## src/rtl/fetch_unit_pq.sv

```systemverilog
// fetch_unit_pq: PC generator and prefetch queue feeding decode from a latency-1 instruction ROM.
// Optional build macro FETCH_PERF_EN adds saturating fetch_cnt / flush_cnt counters.
`default_nettype none

module fetch_unit_pq #(
  parameter int PC_W    = 8,
  parameter int INSTR_W = 9,
  parameter int DEPTH   = 4,
  parameter int BR_REL  = 0
) (
  input  logic               f_clk,
  input  logic               start,
  input  logic [PC_W-1:0]    start_addr,
  input  logic               branch,
  input  logic               taken,
  input  logic [PC_W-1:0]    target,
  input  logic [PC_W-1:0]    branch_pc,
  output logic               imem_req,
  output logic [PC_W-1:0]    imem_addr,
  input  logic [INSTR_W-1:0] imem_data,
  output logic               instr_valid,
  output logic [INSTR_W-1:0] instr_o,
  output logic [PC_W-1:0]    pc_o,
  input  logic               instr_ready
`ifdef FETCH_PERF_EN
  ,
  output logic [15:0]        fetch_cnt,
  output logic [15:0]        flush_cnt
`endif
);

  localparam int AW = $clog2(DEPTH);

  logic [PC_W-1:0]    fpc;
  logic               boot;
  logic               inflight;
  logic [PC_W-1:0]    inflight_pc;
  logic [INSTR_W-1:0] q_instr [DEPTH];
  logic [PC_W-1:0]    q_pc    [DEPTH];
  logic [AW-1:0]      head;
  logic [AW-1:0]      tail;
  logic [AW:0]        count;

  logic               redirect;
  logic [PC_W-1:0]    redirect_pc;
  logic               credit;
  logic               q_nonempty;
  logic               pop;
  logic               pop_q;
  logic               push;

  assign redirect    = branch & taken;
  assign redirect_pc = (BR_REL != 0) ? (branch_pc + target) : target;

  // In-flight request holds a credit so the queue can always absorb its response.
  assign credit   = (count + {{AW{1'b0}}, inflight}) < (AW+1)'(DEPTH);
  assign imem_req = ~start & ~redirect & ~boot & credit;
  assign imem_addr = fpc;

  // When the queue is empty the arriving ROM word is presented directly to decode.
  assign q_nonempty  = (count != '0);
  assign instr_valid = q_nonempty | inflight;
  assign instr_o     = q_nonempty ? q_instr[head] : (inflight ? imem_data : '0);
  assign pc_o        = q_nonempty ? q_pc[head]    : (inflight ? inflight_pc : '0);

  assign pop   = instr_valid & instr_ready;
  assign pop_q = pop & q_nonempty;
  assign push  = inflight & ~(pop & ~q_nonempty);

  always_ff @(posedge f_clk) begin
    if (start) begin
      fpc         <= start_addr;
      boot        <= 1'b1;
      inflight    <= 1'b0;
      inflight_pc <= '0;
      head        <= '0;
      tail        <= '0;
      count       <= '0;
    end else if (redirect) begin
      fpc      <= redirect_pc;
      boot     <= 1'b0;
      inflight <= 1'b0;
      head     <= '0;
      tail     <= '0;
      count    <= '0;
    end else begin
      boot     <= 1'b0;
      inflight <= imem_req;
      if (imem_req) begin
        inflight_pc <= fpc;
        fpc         <= fpc + PC_W'(1);
      end
      if (push) tail <= tail + AW'(1);
      if (pop_q) head <= head + AW'(1);
      count <= count + {{AW{1'b0}}, push} - {{AW{1'b0}}, pop_q};
    end
  end

  // Entries beyond count are unreachable after a flush, so storage needs no reset.
  always_ff @(posedge f_clk) begin
    if (push) begin
      q_instr[tail] <= imem_data;
      q_pc[tail]    <= inflight_pc;
    end
  end

`ifdef FETCH_PERF_EN
  always_ff @(posedge f_clk) begin
    if (start) begin
      fetch_cnt <= '0;
      flush_cnt <= '0;
    end else if (redirect) begin
      if (flush_cnt != 16'hFFFF) flush_cnt <= flush_cnt + 16'd1;
    end else if (pop && fetch_cnt != 16'hFFFF) begin
      fetch_cnt <= fetch_cnt + 16'd1;
    end
  end
`endif

endmodule

`default_nettype wire

```

## config.mk

```make
export PLATFORM = sky130hd
export DESIGN_NAME = fetch_unit_pq
export DESIGN_NICKNAME = d
export VERILOG_FILES = /design/src/rtl/fetch_unit_pq.sv
export SDC_FILE = /design/constraint.sdc
export NUM_CORES = 1
export LEC_CHECK = 0
export CORE_MARGIN = 2
export CORE_UTILIZATION = 49
export CTS_BUF_LIST = sky130_fd_sc_hd__clkbuf_8
export CTS_CLUSTER_SIZE = 25
export DETAILED_ROUTE_END_ITERATION = 12
export GPL_TIMING_DRIVEN = 1
export PLACE_DENSITY = 0.74
export SYNTH_ARGS = -nofsm -noshare
export SYNTH_HDL_FRONTEND = slang
export SYNTH_SLANG_ARGS = --single-unit
export TNS_END_PERCENT = 100
```

## constraint.sdc

```tcl
create_clock -name f_clk -period 3.4 [get_ports f_clk]
set_clock_uncertainty 0.2 [all_clocks]
set_input_delay 0.68 -clock f_clk [delete_from_list [all_inputs] [get_ports f_clk]]
set_output_delay 0.68 -clock f_clk [all_outputs]
set_load 0.1 [all_outputs]
```

==> summary.md <==
| Metric | Value |
|---|---|
| Final Setup Violations | 0 |
| Worst slew pin tran | approximately 430 ps |
| Initial antenna violation count | 0 |
| Post-DRT Antenna Nets | 0 |
| Detailed Place HPWL | 4840 microns |
| Synth Flop Type | edfxtp_1 |
| Die area | 9050 sq um |
| Fillers | 597 |
| Row count | 33 |
| Die H | roughly 95 microns |
| Initial Util | 50.0% |
| Worst IR Drop VDD | 0.359 mV |
| Clock-pin transition on the worst setup and hold timing paths | 90 ps |
| Area share of the largest cell type after synthesis | 56.1% |
| Asr flop ratio synth | 0% |
| Post-DR vias/cell | between 5 and 6 |
| Sequential area share after synthesis | roughly 65% |
| HP Class | flop to flop |
| Critical path's largest stage delay | 540 ps |
| Synthesized area per cell | 14.2 sq um |
| Global Route Usage Sum | between 10% and 20% |
| Crit-path cells | buf_4, mux4_2, nand2_1, o21ai_0, buf_12 |
| Tmin final | 2870 ps |
| Residual DRC | 0 |
| Worst slack, placed | 334 ps |
| Number of port buffers | 56 |
| Worst EP required | 2520 ps |
| Outcome | completed |
| Clock buffer depth | 2 |
| Final Hold Viols | 0 |
| Worst path slowest cell | mux4_2 |
| Most frequent cell after synthesis | edfxtp_1 |
| Lkg Pwr | approximately 1.8 nW |
| TritonRoute pass-1 iters | 4 |
| Slew Viols, Final | 0 |
| Area Growth Syn to Fin | 26.1% |
| Mapped Area | 4070 sq um |
| Vias in the first global route | 2410 |
| Register bit total from synthesis | 95 |
| CTS Buf Count | 9 |
| Power Dens Cells | 878 nW/um^2 |
| Sink Count | 95 |
| Reported max-cap violation count | 0 |
| Core Footprint | 8130 sq um |
| Mapped Nets | 332 |
| Hold-fix buffers, CTS | 0 |
| # diodes | 0 |
| Unrepaired setup endpoints after global routing | false |
| IO Count | 65 |
| Final WL | 7480 microns |
| Slew HR | 71.3% |
| WL/cell | 16.4 microns |
| Maximum level of the CTS H-tree | 3 |
| First-pass GRT wire length | 12100 microns |
| Layout cells sized above 1 | 21.4% |
| Pin count of the biggest net entering global routing | 39 |
| RePlAce Congestion | just under 0.9 |
| CP endpoint kind | primary output |
| Critical path class | flop to primary output |
| CP Max Fanout | 17 |
| Final Net Count | 392 |
| Sequential Area | 2660 sq um |
| Synth Warn # | 0 |
| Post-synth EDFFs | 76 |
| Setup Fix Bufs, Post-CTS | 0 |
| Die width | 95.1 microns |
| Hold Slack | 321 ps |
| Area taken by multi-input logic gates | 1280 sq um |
| Gr ovfl total | 0 |
| Post-route insts no fill | 456 |
| CTS root buf | clkbuf_8 |
| Largest area contributor in the netlist | edfxtp_1 |
| Final period utilization | between 80% and 90% |
| Most common library cells after synthesis | 76 x edfxtp_1, 41 x nand2_1, 24 x nor2_1 |
| Post-cts resize count | 0 |
| Setup WS post-layout | 532 ps |
| Via count | 2437 |
| Top post-synthesis cells by area | edfxtp_1 56%, mux4_2 9.4%, dfxtp_1 9.4% |
| CTS tree | yes |
| Highest Clock Rate | about 0.35 GHz |
| Post-synth cell types | 39 |
| Placed cell count | 440 |
| Critical Path AT | 1990 ps |
| Iter 0 DRT Violations | between 100 and 150 |
| Clk_lat worst skew | 350 ps |
| Synthesized netlist cell count | 286 |
| Crit path launch type | flop |
-- report_power, final --
| part | switching (mW) | internal [mW] | total (mW) |
|---|---|---|---|
| Combinational | 1.48 | 0.737 | 2.21 |
| Sequential | 0.0847 | 1.36 | 1.44 |
| Clock | 0.366 | 0.484 | 0.850 |
-- final timing paths --
check | startpoint | end | slack [ps] | cells past startpoint
worst max-delay path | flop | instr_o[4] | 530 | 5
worst min-delay path | inflight_pc[7] | q_pc[1][7] | 320 | 0
worst max register to register | count[1] | count[2] | 580 | 11
worst min register to register | inflight_pc[7] | q_pc[1][7] | 320 | 0
-- per-stage QoR --
step                      power [mW]  setup TNS, ps  util (%)  instance area [sq um]
after floorplan                 3.02          -1600         -                   4070
after global placement          3.67              0      60.1                   4890
after detailed placement        3.70              0      60.1                   4890
after CTS                       4.55              0      63.1                   5130
after global routing            4.70              0      63.1                   5130
final                           4.50              0      63.1                   5130
-- state kept, by name, summed over array words and instances (netlist names), named ones only --
| signal | cells |
|---|---|
| q_instr | 36 |
| q_pc | 32 |
| imem_addr | 8 |
| inflight_pc | 8 |
| count | 3 |
| head | 2 |
| tail | 2 |
| boot | 1 |
| inflight | 1 |
-- critical path, delay by kind of cell (launching register included) --
kind                   cells  cell delay [ps]
DFF                        1              320
and+or+nand+nor            1               70
buffers and inverters      2              540
AOI/OAI and AO/OA          1              150
muxes                      1              540
-- cell usage in the layout (no fill, tap or decap), drive strengths merged, types with 5 or more instances in the layout --
cell type | synthesis | layout
buf | 10 | 36
dfxtp | 19 | 19
ha | 7 | 7
clkbuf | 6 | 9
nand2 | 41 | 41
edfxtp | 76 | 76
xnor2 | 5 | 5
and2 | 7 | 7
o21ai | 21 | 21
nor2 | 24 | 24
mux2i | 9 | 9
mux4 | 17 | 17
clkdlybuf4s50 | 0 | 29
nand3 | 8 | 8
inv | 9 | 11
-- final cells by class --
type | count | share of cell area, %
repair buffers | 65 | 15.3
well taps | 105 | 2.56
clock buffers | 9 | 2.41
inverters | 9 | 0.659
clock inverters | 7 | 2.22
flip-flops and latches | 95 | 51.9
multi-input cells | 166 | 24.9
-- metal layers --
layer / vias to the layer above / part of all wire [%] / global-route usage, %
met2: 79 / 49 / 30.5
met4: 0 / 1.1 / 5.07
met1: 1188 / 44 / 24.0
met5: - / 0 / 0
met3: 8 / 5.5 / 4.66
li1: 1162 / - / -
-- logic make-up (layout without fill, tap and decap cells) --
| logic type | after synthesis | after routing | share of synthesized area, % |
|---|---|---|---|
| XOR/XNOR | 9 | 9 | 2.12 |
| AND/OR/NAND/NOR | 89 | 89 | 9.57 |
| multiplexers | 27 | 27 | 11.9 |
| adder cells (fa/ha/maj) | 8 | 8 | 2.65 |
| flip-flops | 95 | 95 | 65.5 |
| AO/OA/AOI/OAI | 33 | 33 | 5.20 |
| buffers and inverters | 25 | 90 | 3.11 |
Note: power is estimated with default switching activity, not from simulation.
